[src/rtl/io_input_controller_if.sv]
// Bundles the control-unit, board I/O and write-back signals of the
// IN-instruction handshake. The controller attaches through the slave
// modport; whatever drives it (control unit plus board, or a bench) uses master.
interface io_input_controller_if #(
    parameter int SW_WIDTH = 16
);
    logic [1:0]          In;
    logic                EnableClock;
    logic                Button;
    logic [SW_WIDTH-1:0] Switches;
    logic                KeyValid;
    logic [7:0]          KeyCode;
    logic [31:0]         InData;
    logic                CpuClockEnable;
    logic                InDone;
    logic                Busy;
    logic                KeyOverrun;

    modport master (
        output In, EnableClock, Button, Switches, KeyValid, KeyCode,
        input  InData, CpuClockEnable, InDone, Busy, KeyOverrun
    );

    modport slave (
        input  In, EnableClock, Button, Switches, KeyValid, KeyCode,
        output InData, CpuClockEnable, InDone, Busy, KeyOverrun
    );
endinterface

[src/rtl/io_input_controller.sv]
// Stall-and-release handshake for IN (switches) and keyboard-input
// instructions: holds the processor clock enable low, waits for a debounced
// button press/release or a key code, latches the value onto InData, then
// releases the processor for exactly one cycle.
module io_input_controller #(
    parameter int DEBOUNCE_CYCLES = 16,
    parameter int SW_WIDTH        = 16
) (
    input logic                  clock,
    input logic                  reset,
    io_input_controller_if.slave bus
);
    typedef enum logic [2:0] {
        IDLE,
        WAIT_PRESS,
        WAIT_RELEASE,
        WAIT_KEY,
        RELEASE
    } state_e;

    localparam logic [7:0] CNT_LAST = 8'(DEBOUNCE_CYCLES - 1);
    localparam logic [1:0] IN_SW    = 2'b01;
    localparam logic [1:0] IN_KEY   = 2'b10;

    state_e              state_q, state_d;
    logic [7:0]          cnt_q, cnt_d;
    logic [31:0]         in_data_q, in_data_d;
    logic                key_pend_q, key_pend_d;
    logic [7:0]          key_reg_q, key_reg_d;
    logic                overrun_q, overrun_d;
    logic                btn_meta_q, btn_s_q;
    logic [SW_WIDTH-1:0] sw_w;
    logic                stall_req;
    logic                key_consume;

    assign sw_w      = bus.Switches;
    assign stall_req = !bus.EnableClock && (bus.In == IN_SW || bus.In == IN_KEY);

    // A WAIT_KEY cycle that hands a code to InData, either from the buffer or
    // straight from the receiver strobe.
    assign key_consume = (state_q == WAIT_KEY) && (key_pend_q || bus.KeyValid);

    // Two-flop synchronizer for the asynchronous active-low button; resets released.
    always_ff @(posedge clock or negedge reset) begin
        if (!reset) begin
            btn_meta_q <= 1'b1;
            btn_s_q    <= 1'b1;
        end else begin
            // NOTE: non-blocking here so btn_s_q takes the old btn_meta_q; blocking would collapse the two stages into one.
            btn_meta_q <= bus.Button;
            btn_s_q    <= btn_meta_q;
        end
    end

    // Next-state, debounce counter and InData capture.
    always_comb begin
        // NOTE: every target gets a default first so no path leaves it unassigned and infers a latch.
        state_d   = state_q;
        cnt_d     = cnt_q;
        in_data_d = in_data_q;
        case (state_q)
            IDLE: begin
                if (!bus.EnableClock && bus.In == IN_SW) begin
                    state_d = WAIT_PRESS;
                end else if (!bus.EnableClock && bus.In == IN_KEY) begin
                    state_d = WAIT_KEY;
                end
            end
            WAIT_PRESS: begin
                if (btn_s_q) begin
                    cnt_d = '0;
                end else if (cnt_q == CNT_LAST) begin
                    in_data_d = 32'(sw_w);
                    state_d   = WAIT_RELEASE;
                end else begin
                    cnt_d = cnt_q + 8'd1;
                end
            end
            WAIT_RELEASE: begin
                if (!btn_s_q) begin
                    cnt_d = '0;
                end else if (cnt_q == CNT_LAST) begin
                    state_d = RELEASE;
                end else begin
                    cnt_d = cnt_q + 8'd1;
                end
            end
            WAIT_KEY: begin
                if (key_pend_q) begin
                    in_data_d = {24'b0, key_reg_q};
                    state_d   = RELEASE;
                end else if (bus.KeyValid) begin
                    in_data_d = {24'b0, bus.KeyCode};
                    state_d   = RELEASE;
                end
            end
            RELEASE: state_d = IDLE;
            default: state_d = IDLE;
        endcase
        // Every debounce window starts from zero in the new state.
        if (state_d != state_q) begin
            cnt_d = '0;
        end
    end

    // One-entry key buffer with sticky overrun flag.
    always_comb begin
        key_pend_d = key_pend_q;
        key_reg_d  = key_reg_q;
        overrun_d  = overrun_q;
        if (key_consume) begin
            // A strobe landing in the consuming cycle refills the buffer after
            // the old code leaves, so nothing is lost and no overrun is flagged.
            key_pend_d = key_pend_q && bus.KeyValid;
            if (key_pend_q && bus.KeyValid) begin
                key_reg_d = bus.KeyCode;
            end
        end else if (bus.KeyValid) begin
            key_reg_d  = bus.KeyCode;
            key_pend_d = 1'b1;
            if (key_pend_q) begin
                overrun_d = 1'b1;
            end
        end
    end

    // State and datapath registers.
    always_ff @(posedge clock or negedge reset) begin
        if (!reset) begin
            state_q    <= IDLE;
            cnt_q      <= '0;
            in_data_q  <= '0;
            key_pend_q <= 1'b0;
            key_reg_q  <= '0;
            overrun_q  <= 1'b0;
        end else begin
            state_q    <= state_d;
            cnt_q      <= cnt_d;
            in_data_q  <= in_data_d;
            key_pend_q <= key_pend_d;
            key_reg_q  <= key_reg_d;
            overrun_q  <= overrun_d;
        end
    end

    // Processor clock enable: the stall bites in the same cycle EnableClock falls.
    always_comb begin
        bus.CpuClockEnable = 1'b0;
        case (state_q)
            IDLE:    bus.CpuClockEnable = !stall_req;
            RELEASE: bus.CpuClockEnable = 1'b1;
            default: bus.CpuClockEnable = 1'b0;
        endcase
    end

    assign bus.InDone     = (state_q == RELEASE);
    assign bus.Busy       = (state_q != IDLE);
    assign bus.InData     = in_data_q;
    assign bus.KeyOverrun = overrun_q;
endmodule

[src/flat_wrapper.sv]
// flat-port wrapper written by rule: the top's interface ports become plain ports
module io_input_controller_flat 
#(
    parameter int DEBOUNCE_CYCLES = 16,
    parameter int SW_WIDTH        = 16
)
  (clock, reset, bus_In, bus_EnableClock, bus_Button, bus_Switches, bus_KeyValid, bus_KeyCode, bus_InData, bus_CpuClockEnable, bus_InDone, bus_Busy, bus_KeyOverrun);
  io_input_controller_if #(.SW_WIDTH(SW_WIDTH)) bus_i ();
  input logic clock;
  input logic reset;
  input wire logic [$bits(bus_i.In)-1:0] bus_In;
  input wire logic [$bits(bus_i.EnableClock)-1:0] bus_EnableClock;
  input wire logic [$bits(bus_i.Button)-1:0] bus_Button;
  input wire logic [$bits(bus_i.Switches)-1:0] bus_Switches;
  input wire logic [$bits(bus_i.KeyValid)-1:0] bus_KeyValid;
  input wire logic [$bits(bus_i.KeyCode)-1:0] bus_KeyCode;
  output wire logic [$bits(bus_i.InData)-1:0] bus_InData;
  output wire logic [$bits(bus_i.CpuClockEnable)-1:0] bus_CpuClockEnable;
  output wire logic [$bits(bus_i.InDone)-1:0] bus_InDone;
  output wire logic [$bits(bus_i.Busy)-1:0] bus_Busy;
  output wire logic [$bits(bus_i.KeyOverrun)-1:0] bus_KeyOverrun;
  assign bus_i.In = bus_In;
  assign bus_i.EnableClock = bus_EnableClock;
  assign bus_i.Button = bus_Button;
  assign bus_i.Switches = bus_Switches;
  assign bus_i.KeyValid = bus_KeyValid;
  assign bus_i.KeyCode = bus_KeyCode;
  assign bus_InData = bus_i.InData;
  assign bus_CpuClockEnable = bus_i.CpuClockEnable;
  assign bus_InDone = bus_i.InDone;
  assign bus_Busy = bus_i.Busy;
  assign bus_KeyOverrun = bus_i.KeyOverrun;
  io_input_controller #(.DEBOUNCE_CYCLES(DEBOUNCE_CYCLES), .SW_WIDTH(SW_WIDTH)) u_core (.clock(clock), .reset(reset), .bus(bus_i));
endmodule
[config.mk]
export PLATFORM = sky130hd
export DESIGN_NAME = io_input_controller_flat
export DESIGN_NICKNAME = d
export VERILOG_FILES = /design/src/rtl/io_input_controller_if.sv /design/src/rtl/io_input_controller.sv /design/src/flat_wrapper.sv
export SDC_FILE = /design/constraint.sdc
export NUM_CORES = 1
export LEC_CHECK = 0
export CORE_MARGIN = 4
export CORE_UTILIZATION = 47
export CTS_CLUSTER_DIAMETER = 200
export DETAILED_ROUTE_END_ITERATION = 8
export GPL_TIMING_DRIVEN = 0
export PLACE_DENSITY = 0.77
export SLEW_MARGIN = 10
export SYNTH_ARGS = -nofsm -noshare
export SYNTH_HDL_FRONTEND = slang
export SYNTH_SLANG_ARGS = --single-unit
[constraint.sdc]
create_clock -name clock -period 2.32 [get_ports clock]
set_input_delay 0.232 -clock clock [delete_from_list [all_inputs] [get_ports clock]]
set_output_delay 0.232 -clock clock [all_outputs]
set_load 0.02 [all_outputs]
== After elaboration in Yosys (flattened, before gate mapping) ==
Index checks and enable logic that the tools add are counted.
Word-level totals
  word-level logic and storage cells: 64
  output and inout bits: 36
  bits in registers: 55
Cells by class
  eq/ne operators: 12
  $add $sub $neg: 1
  reduce and logical (&&, ||, !) cells: 17
  multiplexer cells: 25
  bitwise logic cells: 1
Operator list (number)
  $mux 32: 4
  $pmux 32 s2: 1
  $mux 8: 7
  $mux 3: 8
  $pmux 8 s2: 1
  $pmux 3 s4: 1
  $add 8x1->8 const B: 1
  $eq 8x4->1 const B: 1
  $eq 3x2->1 const B: 2
  $reduce_bool 3->1: 2
  $logic_and 1x1->1: 5
  $ne 2x2->1 const B: 2
  $reduce_and 4->1: 1
  $reduce_bool 2->1: 2
  $eq 3x1->1 const B: 1
  $eq 3x3->1 const B: 1
  $logic_not 3->1: 1
  $ne 3x2->1 const B: 1
  $ne 3x3->1: 1
  $reduce_and 3->1: 1
  $eq 2x1->1 const B: 1
  $eq 2x2->1 const B: 1
  $logic_not 1->1: 2
  $logic_or 1x1->1: 2
  other kinds (5): 6

== Depth between registers and ports, before layout ==
  depth in word-level cells: 7
  gate-level depth with buffers: 7
  mapped depth without buffers: 6

== Least setup slack after synthesis ==
OpenSTA, ideal clock, no wires.
  path kind: reg2reg
  from: register u_core.cnt_q[4]
  to: register u_core.cnt_q[2]
  data arrival time: 1.851 ns
  cell stages (with the launch flop): 7
  slack: 0.333 ns
  period minus slack after synthesis: 1.987 ns
  required time: 2.184 ns
  path buffers: 2
  cells stage by stage: dfrtp_1 -> buf_6 -> or4_1 -> buf_2 -> o311a_4 -> o311ai_4 -> nor3_1
Between the ends
  word-level cells in the longest chain between the ends: 6
  elaborated cells on any way between the ends: 13
  classes of those cells: eq/ne: 2; mux: 10; reduce/logical: 1
Ends and longest elaborated chain
  start: declaration: RTL line io_input_controller.sv:26  | logic [7:0] cnt_q, cnt_d;
  start signal: assignment: RTL line io_input_controller.sv:138  | cnt_q <= cnt_d;
  $eq 8x4->1 (*): RTL line io_input_controller.sv:72, io_input_controller.sv:82
  $mux 3 (on tied branches): RTL line io_input_controller.sv:82, io_input_controller.sv:72
  $mux 3 (on tied branches): RTL line io_input_controller.sv:80, io_input_controller.sv:70
  $pmux 3 s4: RTL line io_input_controller.sv:61  | case (state_q)
  $ne 3x3->1: RTL line io_input_controller.sv:101  | if (state_d != state_q) begin
  $reduce_bool 3->1 (no line) / $mux 8 (equally long branches)
Mark *: on every way between the ends. The rest lies on a longest branch, timed or not.
A chain may end at the register's enable or synchronous reset.

== Worst setup path in the final report ==
Ends and elaborated chain as after synthesis.

==> metrics <==
count of endpoints failing setup in the final report 0; total leakage power 1.33 nW; category of the most critical setup path reg2reg; Die Y-Extent 76.4 microns; number of enable flip-flop cells after synthesis 0; part of the power in combinational logic 46.2%; setup repair after global routing missed its margin false; final hold slack 0.338 ns; WP data arrival 2.33 ns; worst rel slew slack 48.7%; kind of end point of the critical path register; final estimated routing congestion in global placement 0.760; first-pass iteration count of the detailed router 4; async set-reset flop share out of synthesis 100%; most used standard cell by instance count after synthesis sky130_fd_sc_hd__dfrtp_1; row cnt 24; count of fill cells added during filler insertion 367; post-synthesis register bit count 39; summed area of non-filler cells in the final layout 2930 sq um; number of I/O port buffers 50; pre-CTS worst setup slack 0.161 ns; Std-Cell Core Area 4440 sq um; pins over their slew limit 0; largest fanout on the critical path 8; total wire length after detailed routing 4950 microns; DP Wirelength 3810 microns; clock transition at the register clock pins on the worst setup and hold paths after CTS 0.08 ns; instance count of the mapped netlist 215; final net count 323; number of nets still failing antenna checks after routing 0; crit share post-route 93.3%; post-synth cell types 54; CTS root buf sky130_fd_sc_hd__clkbuf_8; classification of the worst-slack hold path in2reg; worst slew pin tran 0.763 ns; TritonCTS clock tree done; final hold viol count 0; Top FF cell, synth sky130_fd_sc_hd__dfrtp_1; Initial Utilization 49.4%; number of antenna violations at the first check in global routing 0; startpoint type of the worst setup path register; Cell Area, Synth 2200 sq um; Sw Ratio 37.5%; worst path required time 2.48 ns; setup_tns 0 ns; area of the die 5830 sq um; outcome complete, no violations; Clock Path Buffers 2; number of DRC violations after detailed routing 0; P per Cell Area 846 nW/um^2; post-route setup slack 0.156 ns; Seq/Total Area, Yosys 44.5%; instance count along the most critical hold path 1; ratio of cells with drive above 1 in the final layout 20.0%; number of antenna cells inserted 0; WL/cell 14.5 microns; maximum number of pins on one net before global-route repair 28; floorplan die width 76.4 microns; via count 1796; placed instance area 2830 sq um; number of max-cap violations 0; Max Fclk 462 MHz; H-tree lvl count 2; cell types with the largest area share after synthesis sky130_fd_sc_hd__dfrtp_1 42%, sky130_fd_sc_hd__buf_4 5.5%, sky130_fd_sc_hd__mux2i_1 4.1%; total number of clock tree sinks 39; initial drt markers 97; clock power share 18.5%; latest clock arrival within the worst-skew pair 0.29 ns; top-level I/O count 67; highest ir drop seen on vdd 470 uV; vias per inst 5.25; setup skew after layout 0.00725 ns; global-route wire length before repair 8380 microns; via count of the first global-routing pass 1705; post-CTS setup buffers 0; area added between synthesis and finish 33.5%; Syn Area/Cell 10.2 sq um; Final min period 2.16 ns; top cells by count, synth 37 x sky130_fd_sc_hd__dfrtp_1, 17 x sky130_fd_sc_hd__nand2_1, 17 x sky130_fd_sc_hd__nor2_1; cell internal pwr 1.55 mW; Yosys top cell area share 42.1%; Total GRT Usage 17.7%; Register Area 978 sq um; overall overflow remaining after global route 0; depth of the most critical reg-to-reg path 6; register share of total power 35.3%; Synth warnings 0; Multi-input gate area 1050 sq um; net load switching power 0.931 mW; Inserted Clock Buffers 5; post-synthesis cell type with the largest combined area sky130_fd_sc_hd__dfrtp_1
## layout make-up
cell class              instances  area share [%]
plain buffers                  27            6.91
clock buffers                   5            2.35
clock inverters                 3           0.683
inverters                       5           0.640
multi-input cells             159            35.9
flip-flops and latches         39            33.4
well taps                      52            2.22
repair buffers                 52            17.9
## registers in the layout, indices dropped and copies added, names as in the netlist
register / cells
u_core.btn_s_q: 1
u_core.key_reg_q: 8
u_core.bus.KeyOverrun: 1
u_core.bus.InData: 16
u_core.cnt_q: 8
u_core.state_q: 3
u_core.btn_meta_q: 1
u_core.key_pend_q: 1
## placed cells by master (no fill, tap or decap), types with 7 or more instances in the layout
| cell type | n |
|---|---|
| sky130_fd_sc_hd__clkdlybuf4s50_1 | 49 |
| sky130_fd_sc_hd__nand2_1 | 17 |
| sky130_fd_sc_hd__mux2_2 | 8 |
| sky130_fd_sc_hd__buf_4 | 16 |
| sky130_fd_sc_hd__a21oi_1 | 14 |
| sky130_fd_sc_hd__dfrtp_1 | 37 |
| sky130_fd_sc_hd__conb_1 | 16 |
| sky130_fd_sc_hd__o21ai_1 | 7 |
| sky130_fd_sc_hd__a22o_1 | 8 |
| sky130_fd_sc_hd__mux2i_1 | 9 |
| sky130_fd_sc_hd__clkbuf_8 | 8 |
| sky130_fd_sc_hd__nor2_1 | 17 |
## final timing paths
kind,from,endpoint,slack [ns]
max in group asynchronous,reset,u_core.btn_meta_q,1.46
setup reg to reg,u_core.cnt_q[4],u_core.cnt_q[2],0.16
hold / removal,bus_Button,u_core.btn_meta_q,0.34
setup / recovery,u_core.cnt_q[4],u_core.cnt_q[2],0.16
min in group asynchronous,reset,u_core.cnt_q[3],0.35
hold reg to reg,u_core.btn_meta_q,u_core.btn_s_q,0.37
## per-layer routing
layer	vias to the layer above	GRT usage [%]	share of wire, %
met5	-	0	0
met4	0	3.80	0.93
met3	6	3.90	5.4
met2	54	28.0	47
met1	844	25.1	47
li1	892	-	-
## critical path, stage by stage, from the launching register on
cell and delay [ns]:
sky130_fd_sc_hd__dfrtp_1 0.38, sky130_fd_sc_hd__buf_6 0.13, sky130_fd_sc_hd__or4_1 0.50, sky130_fd_sc_hd__buf_2 0.18, sky130_fd_sc_hd__o311a_4 0.33, sky130_fd_sc_hd__o311ai_4 0.40
sky130_fd_sc_hd__nor3_1 0.11
## cell families (layout without fill, tap and decap cells)
| kind of cell | Yosys count | in the layout | synth area share (%) |
|---|---|---|---|
| compound gates | 52 | 52 | 17.9 |
| xor+xnor | 2 | 2 | 0.797 |
| fa+ha+maj | 3 | 3 | 1.71 |
| buf+inv | 32 | 92 | 10.1 |
| flops | 39 | 39 | 44.5 |
| mux | 17 | 17 | 8.20 |
| other cells | 1 | 16 | 0.171 |
| simple gates | 69 | 69 | 16.6 |
## what timing repair did
item,4_1_cts,5_1_grt
gates resized for setup,0,0
hold endpoints to repair,12,0
hold buffers,1,0
## power by group through the flow
stage,clock [mW],sequential (mW),combinational [mW]
CTS,0.472,0.875,1.15
global route,0.513,0.895,1.25
finish,0.460,0.875,1.15
floorplan,0,0.964,0.666
global placement,0,0.883,1.12
detailed placement,0,0.889,1.14
## through the flow
| step | power [mW] | util (%) | instances |
|---|---|---|---|
| after floorplan | 1.63 | - | 230 |
| after global placement | 2.01 | 63.4 | 332 |
| after detailed placement | 2.03 | 63.8 | 333 |
| after CTS | 2.50 | 66.0 | 342 |
| after global routing | 2.65 | 66.0 | 342 |
| final | 2.48 | 66.0 | 342 |
Note: power is estimated with default switching activity, not from simulation.
